==> src/rtl/multiply_radix.sv <==
// multiply_radix: multi-cycle x*y over a four-phase req/fin handshake.
// Retires Step multiplier bits per cycle; sgn selects unsigned or
// two's-complement operands for each operation.
// Optional feature: define MULTIPLY_RADIX_EARLY_EXIT_EN to leave BUSY as soon
// as the remaining multiplier magnitude is zero.
module multiply_radix #(
  parameter int Width = 32,
  parameter int Step  = 1
) (
  input  logic               clk,
  input  logic               rst,
  input  logic               req,
  input  logic               sgn,
  input  logic [Width-1:0]   x,
  input  logic [Width-1:0]   y,
  output logic               fin,
  output logic [2*Width-1:0] result
);

  localparam int Iters = Width / Step;
  localparam int CntW  = $clog2(Iters + 1);
  localparam int ShW   = $clog2(Width + 1);
  localparam int AccW  = 2 * Width;
  localparam int PpW   = Width + Step;

  generate
    if (!(Step == 1 || Step == 2 || Step == 4) || (Width % Step) != 0) begin : gBadParams
      $error("multiply_radix: Step must be 1, 2 or 4 and must divide Width");
    end
  endgenerate

  typedef enum logic [1:0] {IDLE, BUSY, SIGN, DONE} stateT;

  stateT            stateQ, stateD;
  logic [Width-1:0] mxQ, mxD;
  logic [Width-1:0] myQ, myD;
  logic             negQ, negD;
  logic [AccW-1:0]  accQ, accD;
  logic [CntW-1:0]  cntQ, cntD;
  logic [ShW-1:0]   shiftQ, shiftD;
  logic             finQ, finD;
  logic [AccW-1:0]  resultQ, resultD;

  logic [Width-1:0] absX, absY;
  logic [PpW-1:0]   partial;

  // Operand magnitudes; the magnitude of the most negative value wraps to
  // 2^(Width-1), which is exactly right when read as unsigned.
  always_comb begin
    absX = (sgn && x[Width-1]) ? -x : x;
    absY = (sgn && y[Width-1]) ? -y : y;
  end

  // Next-state and datapath: capture, shift-add iterations, sign fix, handshake.
  always_comb begin
    // NOTE: every signal gets its hold value first so no path through the
    // case statement can leave one unassigned and infer a latch.
    stateD  = stateQ;
    mxD     = mxQ;
    myD     = myQ;
    negD    = negQ;
    accD    = accQ;
    cntD    = cntQ;
    shiftD  = shiftQ;
    finD    = finQ;
    resultD = resultQ;
    partial = PpW'(mxQ[Step-1:0]) * PpW'(myQ);

    unique case (stateQ)
      IDLE: begin
        if (req) begin
          mxD     = absX;
          myD     = absY;
          negD    = sgn & (x[Width-1] ^ y[Width-1]);
          accD    = '0;
          cntD    = CntW'(Iters);
          shiftD  = '0;
          resultD = '0;
          stateD  = BUSY;
        end
      end
      BUSY: begin
        accD   = accQ + (AccW'(partial) << shiftQ);
        mxD    = mxQ >> Step;
        shiftD = shiftQ + ShW'(Step);
        cntD   = cntQ - 1'b1;
`ifdef MULTIPLY_RADIX_EARLY_EXIT_EN
        if (cntQ == CntW'(1) || mxD == '0) stateD = SIGN;
`else
        if (cntQ == CntW'(1)) stateD = SIGN;
`endif
      end
      SIGN: begin
        resultD = negQ ? -accQ : accQ;
        finD    = 1'b1;
        stateD  = DONE;
      end
      DONE: begin
        // A req that fell early is seen here, giving a single fin cycle.
        if (!req) begin
          finD   = 1'b0;
          stateD = IDLE;
        end
      end
      default: stateD = IDLE;
    endcase
  end

  // State register with synchronous reset that aborts any operation.
  always_ff @(posedge clk) begin
    // NOTE: non-blocking assignments so every register samples the values
    // from before this edge, independent of statement order.
    if (rst) begin
      stateQ  <= IDLE;
      mxQ     <= '0;
      myQ     <= '0;
      negQ    <= 1'b0;
      accQ    <= '0;
      cntQ    <= '0;
      shiftQ  <= '0;
      finQ    <= 1'b0;
      resultQ <= '0;
    end else begin
      stateQ  <= stateD;
      mxQ     <= mxD;
      myQ     <= myD;
      negQ    <= negD;
      accQ    <= accD;
      cntQ    <= cntD;
      shiftQ  <= shiftD;
      finQ    <= finD;
      resultQ <= resultD;
    end
  end

  assign fin    = finQ;
  assign result = resultQ;

endmodule

==> config.mk <==
export PLATFORM = sky130hd
export DESIGN_NAME = multiply_radix
export DESIGN_NICKNAME = d
export VERILOG_FILES = /design/src/rtl/multiply_radix.sv
export SDC_FILE = /design/constraint.sdc
export NUM_CORES = 1
export LEC_CHECK = 0
export BUFFER_PORTS_ARGS = -buffer_cell sky130_fd_sc_hd__buf_2
export CAP_MARGIN = 10
export CORE_MARGIN = 3
export CORE_UTILIZATION = 37
export CTS_CLUSTER_SIZE = 16
export DETAILED_ROUTE_END_ITERATION = 12
export PLACE_DENSITY_LB_ADDON = 0.15
export SETUP_SLACK_MARGIN = 0.2
export SLEW_MARGIN = 25
export SYNTH_ARGS = -nofsm -noshare
export SYNTH_HDL_FRONTEND = slang
export SYNTH_SLANG_ARGS = --single-unit
==> constraint.sdc <==
create_clock -name clk -period 6.1 [get_ports clk]
set_input_delay 1.22 -clock clk [delete_from_list [all_inputs] [get_ports clk]]
set_output_delay 1.22 -clock clk [all_outputs]
set_load 0.005 [all_outputs]
==> results of run 1 <==
## final cells by class
type / count / area [um2] / share of cell area
multi-input combinational: 1659 / 10800 / 0.612
tap: 532 / 666 / 0.0379
inverter: 37 / 139 / 0.00791
clock inverter: 15 / 210 / 0.0120
clock buffer: 33 / 717 / 0.0408
sequential: 208 / 4170 / 0.237
timing repair buffer: 163 / 908 / 0.0517
## cell families (layout without fill, tap and decap cells)
logic type | after synthesis | after routing | synth area share
simple gates | 705 | 705 | 0.207
compound gates | 629 | 629 | 0.265
flops | 208 | 208 | 0.267
xor+xnor | 184 | 184 | 0.103
buf+inv | 181 | 248 | 0.0453
fa+ha+maj | 74 | 74 | 0.0599
mux | 67 | 67 | 0.0520
## what timing repair did
item                                    CTS  global route
endpoints found under the setup margin    0            10
gates resized for setup                   0             1
hold buffers                              0             0
## metrics by stage
stage | utilization | cells | total power, mW
5_1_grt | 0.426 | 2647 | 5.57
6_report | 0.426 | 2647 | 5.24
3_3_place_gp | 0.404 | 2599 | 3.60
4_1_cts | 0.426 | 2647 | 5.30
2_1_floorplan | - | 2048 | 3.06
3_5_place_dp | 0.404 | 2599 | 3.62
## worst max-delay path by stage
stage | startpoint | end | slack (ns) | cells past startpoint
2_1_floorplan | shiftQ[1] | accQ[63] | 0.60 | 24
3_3_place_gp | shiftQ[1] | accQ[50] | 0.50 | 20
3_5_place_dp | shiftQ[1] | accQ[57] | 0.54 | 21
4_1_cts | shiftQ[1] | accQ[57] | 0.48 | 21
5_1_grt | shiftQ[1] | accQ[57] | 0.26 | 23
6_report | shiftQ[1] | accQ[56] | 0.68 | 19
## registers in the layout, indices dropped and copies added (netlist names)
register	flops
cntQ	6
fin	1
result	64
accQ	64
shiftQ	6
negQ	1
stateQ	2
mxQ	32
myQ	32
## worst reg2reg max path: cells and delay by family, from the launching register on
kind / cells / cell delay (ns)
AOI/OAI and AO/OA: 9 / 2.77
xor gates and xnor gates: 1 / 0.18
adders and majority gates: 1 / 0.43
DFF: 1 / 0.61
muxes: 1 / 0.41
and+or+nand+nor: 7 / 0.95
## Yosys cell counts, types with 4 or more instances
library cell,count
o21bai_1,13
a21o_1,46
or4_1,8
mux4_2,10
clkbuf_1,121
nor2b_1,11
nand3b_1,5
a22oi_1,72
a31oi_1,23
o41ai_1,15
a21oi_1,108
xor2_1,82
buf_1,18
or3_1,13
dfxtp_1,208
o22ai_1,18
o211ai_1,8
ha_1,73
xnor2_1,102
mux2_2,12
nor2_1,258
or2_2,8
a222oi_1,29
o22a_1,4
o31ai_1,29
nor3_1,29
nand4_1,21
o21a_1,7
a311oi_1,7
a21boi_0,5
mux2i_1,45
o21ai_0,177
nor4_1,13
nand2b_1,10
and3_1,10
nand3_1,54
inv_1,35
a22o_1,13
nand2_1,219
and2_1,21
a211oi_1,33
## power groups by stage
| stage | logic [mW] | clock network [mW] | registers, mW |
|---|---|---|---|
| floorplan | 1.42 | 0 | 1.64 |
| global placement | 1.89 | 0 | 1.71 |
| detailed placement | 1.91 | 0 | 1.71 |
| CTS | 1.91 | 1.70 | 1.68 |
| global route | 2.11 | 1.75 | 1.71 |
| finish | 1.91 | 1.65 | 1.69 |
## metal layers
| metal | GRT usage | routed length [um] | vias to the layer above |
|---|---|---|---|
| met4 | 0.0515 | 1020 | 0 |
| li1 | - | - | 7567 |
| met3 | 0.0235 | 2310 | 61 |
| met1 | 0.301 | 23500 | 7051 |
| met5 | 0 | 0 | - |
| met2 | 0.339 | 21800 | 373 |
==> metrics.md, run 1 <==
| Metric | Value |
|---|---|
| NetSw | 2.05 mW |
| CP max FO | 31 |
| CTS tree | yes |
| Setup Buffers After CTS | 0 |
| Largest net degree at the start of global routing | 65 |
| Hold Crit Depth | 2 |
| Commonest non-fill, non-tap cell in the layout | nor2_1 |
| Sink Count | 208 |
| Worst Hold Launch | result[52] |
| Final wirelength | 48,600 um |
| Max stage delay on crit path | 0.61 ns |
| Initial Util | 0.378 |
| Min Tclk post-route | 5.42 ns |
| Tcrit/Tclk final | 0.889 |
| Routed vias | 15,100 |
| Final hold vios | 0 |
| Worst Path Required | 6.58 ns |
| FF-to-FF Start | shiftQ[1] |
| DRT Pass-1 Iters | 6 |
| Root Driver | clkbuf_16 |
| Max Slew Vio Count | 0 |
| R2R cell count | 19 |
| CP delay by family, top | compound AO/OA/AOI/OAI gates |
| Die width | 211 um |
| Core Box Area | 41,200 um2 |
| Register area share after synthesis | 0.267 |
| RSZ-0062 raised after global routing | no |
| Clk_lat worst skew | 0.56 ns |
| CP Data Arrival Time | 5.90 ns |
| Pleak | 7.37 nW |
| Slew margin rel. | 0.365 |
| Congestion Overflow GR | 0 |
| Status | finished clean |
| Worst hold slack | 0.444 ns |
| Commonest cells after routing, fill and taps aside | nor2_1 (256), nand2_1 (219), dfxtp_1 (206) |
| Max-cap viol count | 0 |
| Yosys warnings | 0 |
| Worst path slowest cell | dfxtp_4 |
| Die height | 211 um |
| Hpwl dp | 37,200 um |
| DIE AREA | 44,600 um2 |
| Final WS setup | 0.679 ns |
| Pre-CTS setup slack | 0.539 ns |
| WL/cell | 18.4 um |
| Number of global-route vias before repair | 14,100 |
| Ant. Diodes | 0 |
| Initial antenna violation count | 0 |
| Top cell by count, worst path | o21ai_0 |
| Row cnt | 74 |
| CTS Buf Count | 26 |
| Sequential power share | 0.322 |
| Initial drt markers | 1,246 |
| Yosys top cell by area | dfxtp_1 |
| P per Cell Area | 298 nW/um2 |
| Layout fillers | 4,271 |
| I/O Pins | 133 |
| #FFs+latches synth | 208 |
| CP Capture Type | flip-flop |
| Fmax | 184 MHz |
| Nets@finish | 2,237 |
| Antenna Violating Nets Remaining | 0 |
| Sw Ratio | 0.390 |
| Type of the worst setup path | flip-flop to flip-flop |
| Drc violations | 0 |
| Flop2flop setup slack | 0.68 ns |
| Hold WC Path Type | flip-flop to flip-flop |
| CP cell instances | mux2_2 -> o21ai_0 -> o21ai_0 -> nand2_1 -> nor2_1 -> a31oi_1 -> nor2_1 -> ha_1 -> nand2_1 -> a211oi_1 -> nor2_1 -> o31ai_1 -> nand4_1 -> nand2_1 -> a31oi_1 -> o21ai_0 -> a21boi_0 -> xor2_1 -> o21ai_0 |
| Max VDD drop | 0.258 mV |
| Post-synth EDFFs | 0 |
| Worst-Margin Slew | 0.951 ns |
| Async SR Flop Fraction | 0 |
| Clock power share | 0.315 |
| Vias per cell | 5.69 |
| Post-Synthesis Cell Area | 15,600 um2 |
| WHS Endpoint | result[52] |
| Setup Viol. Count Final | 0 |
| Layout cell share with drive strength beyond 1 | 0.124 |
| Share of the synthesized area in the top cell type | 0.267 |
| Max clock buf depth | 3 |
| CP Launch Type | flip-flop |
| Port-buffer cells | 132 |
| Total GRT Usage | 0.210 |
| Cell types occupying the most area after synthesis | dfxtp_1 (27%), nor2_1 (6.2%), ha_1 (5.9%) |
| First-pass GRT wire length | 77,300 um |
| Placed Area | 16,600 um2 |
| Setup TNS | 0 ns |
| Combinational power share | 0.363 |
| Gpl congestion | 0.933 |
| H-tree Lvls | 1 |
| Post-Syn Area per Cell | 7.61 um2 |
| Clock skew | 0.0160 ns |
| Final instance area | 17,600 um2 |
| Internal cell power | 3.20 mW |
| RR Endpoint | accQ[56] |
| Clk pin slew, worst setup/hold paths | 0.07 ns |
| CP bufs+invs | 0 |
| Gate Count Post-Synth | 2,048 |
| Area growth syn-to-layout | 12.6% |
| Number of distinct library cells after synthesis | 79 |
| Syn Nets | 2,190 |
| Synth Flop Type | dfxtp_1 |
No activity file was read; power rests on OpenSTA's default activity.
==> inputs of run 2 (changes only) <==
==> constraint.sdc (replaced) <==
create_clock -name clk -period 6.1 [get_ports clk]
set_input_delay 0.915 -clock clk [delete_from_list [all_inputs] [get_ports clk]]
set_output_delay 0.915 -clock clk [all_outputs]
set_load 0.005 [all_outputs]
==> metrics.md, run 2 (synthesized netlist as in run 1, its figures left out) <==
| Metric | Value |
|---|---|
| Area growth syn-to-layout | 11.6% |
| Util after Layout | 0.422 |
| Initial drt markers | 1,023 |
| Ant. Diodes | 0 |
| Number of global-route vias before repair | 13,900 |
| CP Capture Type | flip-flop |
| Total GRT Usage | 0.209 |
| Clk pin slew, worst setup/hold paths | 0.06 ns |
| Total power | 5.02 mW |
| Hpwl dp | 37,000 um |
| CP bufs+invs | 1 |
| Worst Path Required | 6.56 ns |
| Worst-Margin Slew | 0.943 ns |
| Initial Util | 0.378 |
| Antenna Violating Nets Remaining | 0 |
| Max stage delay on crit path | 0.61 ns |
| Die height | 211 um |
| CP delay by family, top | compound AO/OA/AOI/OAI gates |
| Sink Count | 208 |
| Hold WC Path Type | flip-flop to flip-flop |
| WL/cell | 18.3 um |
| Max VDD drop | 0.226 mV |
| Die width | 211 um |
| Nets@finish | 2,235 |
| CP Data Arrival Time | 6.02 ns |
| Routed vias | 14,900 |
| Commonest cells after routing, fill and taps aside | nor2_1 (256), nand2_1 (219), dfxtp_1 (206) |
| Setup Viol. Count Final | 0 |
| H-tree Lvls | 1 |
| Slew margin rel. | 0.371 |
| Gpl congestion | 0.933 |
| CP max FO | 31 |
| Worst hold slack | 0.447 ns |
| DIE AREA | 44,600 um2 |
| Non-filler cells, final | 2,639 |
| DRT Pass-1 Iters | 5 |
| Fmax | 180 MHz |
| Min Tclk post-route | 5.56 ns |
| Final hold vios | 0 |
| I/O Pins | 133 |
| CTS tree | yes |
| Initial antenna violation count | 0 |
| CTS Buf Count | 25 |
| Vias per cell | 5.66 |
| P per Cell Area | 288 nW/um2 |
| Layout cell share with drive strength beyond 1 | 0.119 |
| Type of the worst setup path | flip-flop to flip-flop |
| Worst path slowest cell | dfxtp_4 |
| Clock skew | 0.0195 ns |
| Status | finished clean |
| Largest net degree at the start of global routing | 80 |
| Final instance area | 17,400 um2 |
| RSZ-0062 raised after global routing | no |
| Max clock buf depth | 3 |
| Hold-fix buffers, CTS | 0 |
| Port-buffer cells | 132 |
| Row cnt | 74 |
| Tcrit/Tclk final | 0.911 |
| Placed Area | 16,600 um2 |
| Setup TNS | 0 ns |
| Congestion Overflow GR | 0 |
| Clk_lat worst skew | 0.56 ns |
| Commonest non-fill, non-tap cell in the layout | nor2_1 |
| Core Box Area | 41,200 um2 |
| Max Slew Vio Count | 0 |
| Final wirelength | 48,200 um |
| Root Driver | clkbuf_16 |
| Top cell by count, worst path | o21ai_0 |
| Placed insts | 2,598 |
| Pre-CTS setup slack | 0.494 ns |
| CP cell instances | mux2_2 -> o21ai_0 -> o21ai_0 -> nand2_1 -> nor2_1 -> a31oi_1 -> nand2_1 -> o21ai_0 -> nor2_1 -> ha_1 -> nand2_1 -> nor2_1 -> a211o_1 -> a21oi_1 -> o21a_1 -> a2111oi_0 -> buf_4 -> nor3b_1 -> o21ai_0 -> a41oi_1 -> xor2_1 -> o21ai_0 |
| Max-cap viol count | 0 |
| CP Launch Type | flip-flop |
| Final WS setup | 0.544 ns |
| Pleak | 7.29 nW |
| Drc violations | 0 |
| First-pass GRT wire length | 76,700 um |
[run 2: area by class of cell]
type | count | area, um2
clock buffer | 35 | 693
clock inverter | 6 | 76.3
fill | 4343 | 23800
inverter | 37 | 139
multi-input combinational | 1659 | 10800
sequential | 208 | 4170
tap | 532 | 666
timing repair buffer | 162 | 901
[run 2: metal layers]
layer	global-route usage	share of wire
met1	0.301	0.49
met4	0.0508	0.022
met3	0.0211	0.043
met5	0	0
met2	0.338	0.44
[run 2: power breakdown]
part	internal (mW)	leakage, nW	total, mW	switching [mW]
sequential	1.52	1.69	1.68	0.162
clock	0.832	0.374	1.43	0.599
combinational	0.665	5.23	1.90	1.24
total	3.02	7.29	5.02	2.00
[run 2: worst reg2reg max path: cells and delay by family (launching register included)]
family / cells / cell delay (ns)
and+or+nand+nor: 7 / 0.81
AOI/OAI and AO/OA: 11 / 2.81
adders and majority gates: 1 / 0.43
buffers and inverters: 1 / 0.21
muxes: 1 / 0.42
xor gates and xnor gates: 1 / 0.18
DFF: 1 / 0.61
[run 2: what timing repair did]
item / 4_1_cts / 5_1_grt
buffers inserted: 0 / 0
setup endpoints to repair: 0 / 10
gates resized for setup: 0 / 1
endpoints found under the hold margin: 0 / 0
[run 2: final timing paths]
kind | startpoint | slack, ns | cells after the start | end
setup / recovery | shiftQ[1] | 0.54 | 22 | accQ[51]
hold / removal | result[41] | 0.45 | 2 | result[41]
setup reg to reg | shiftQ[1] | 0.54 | 22 | accQ[51]
hold reg to reg | result[41] | 0.45 | 2 | result[41]
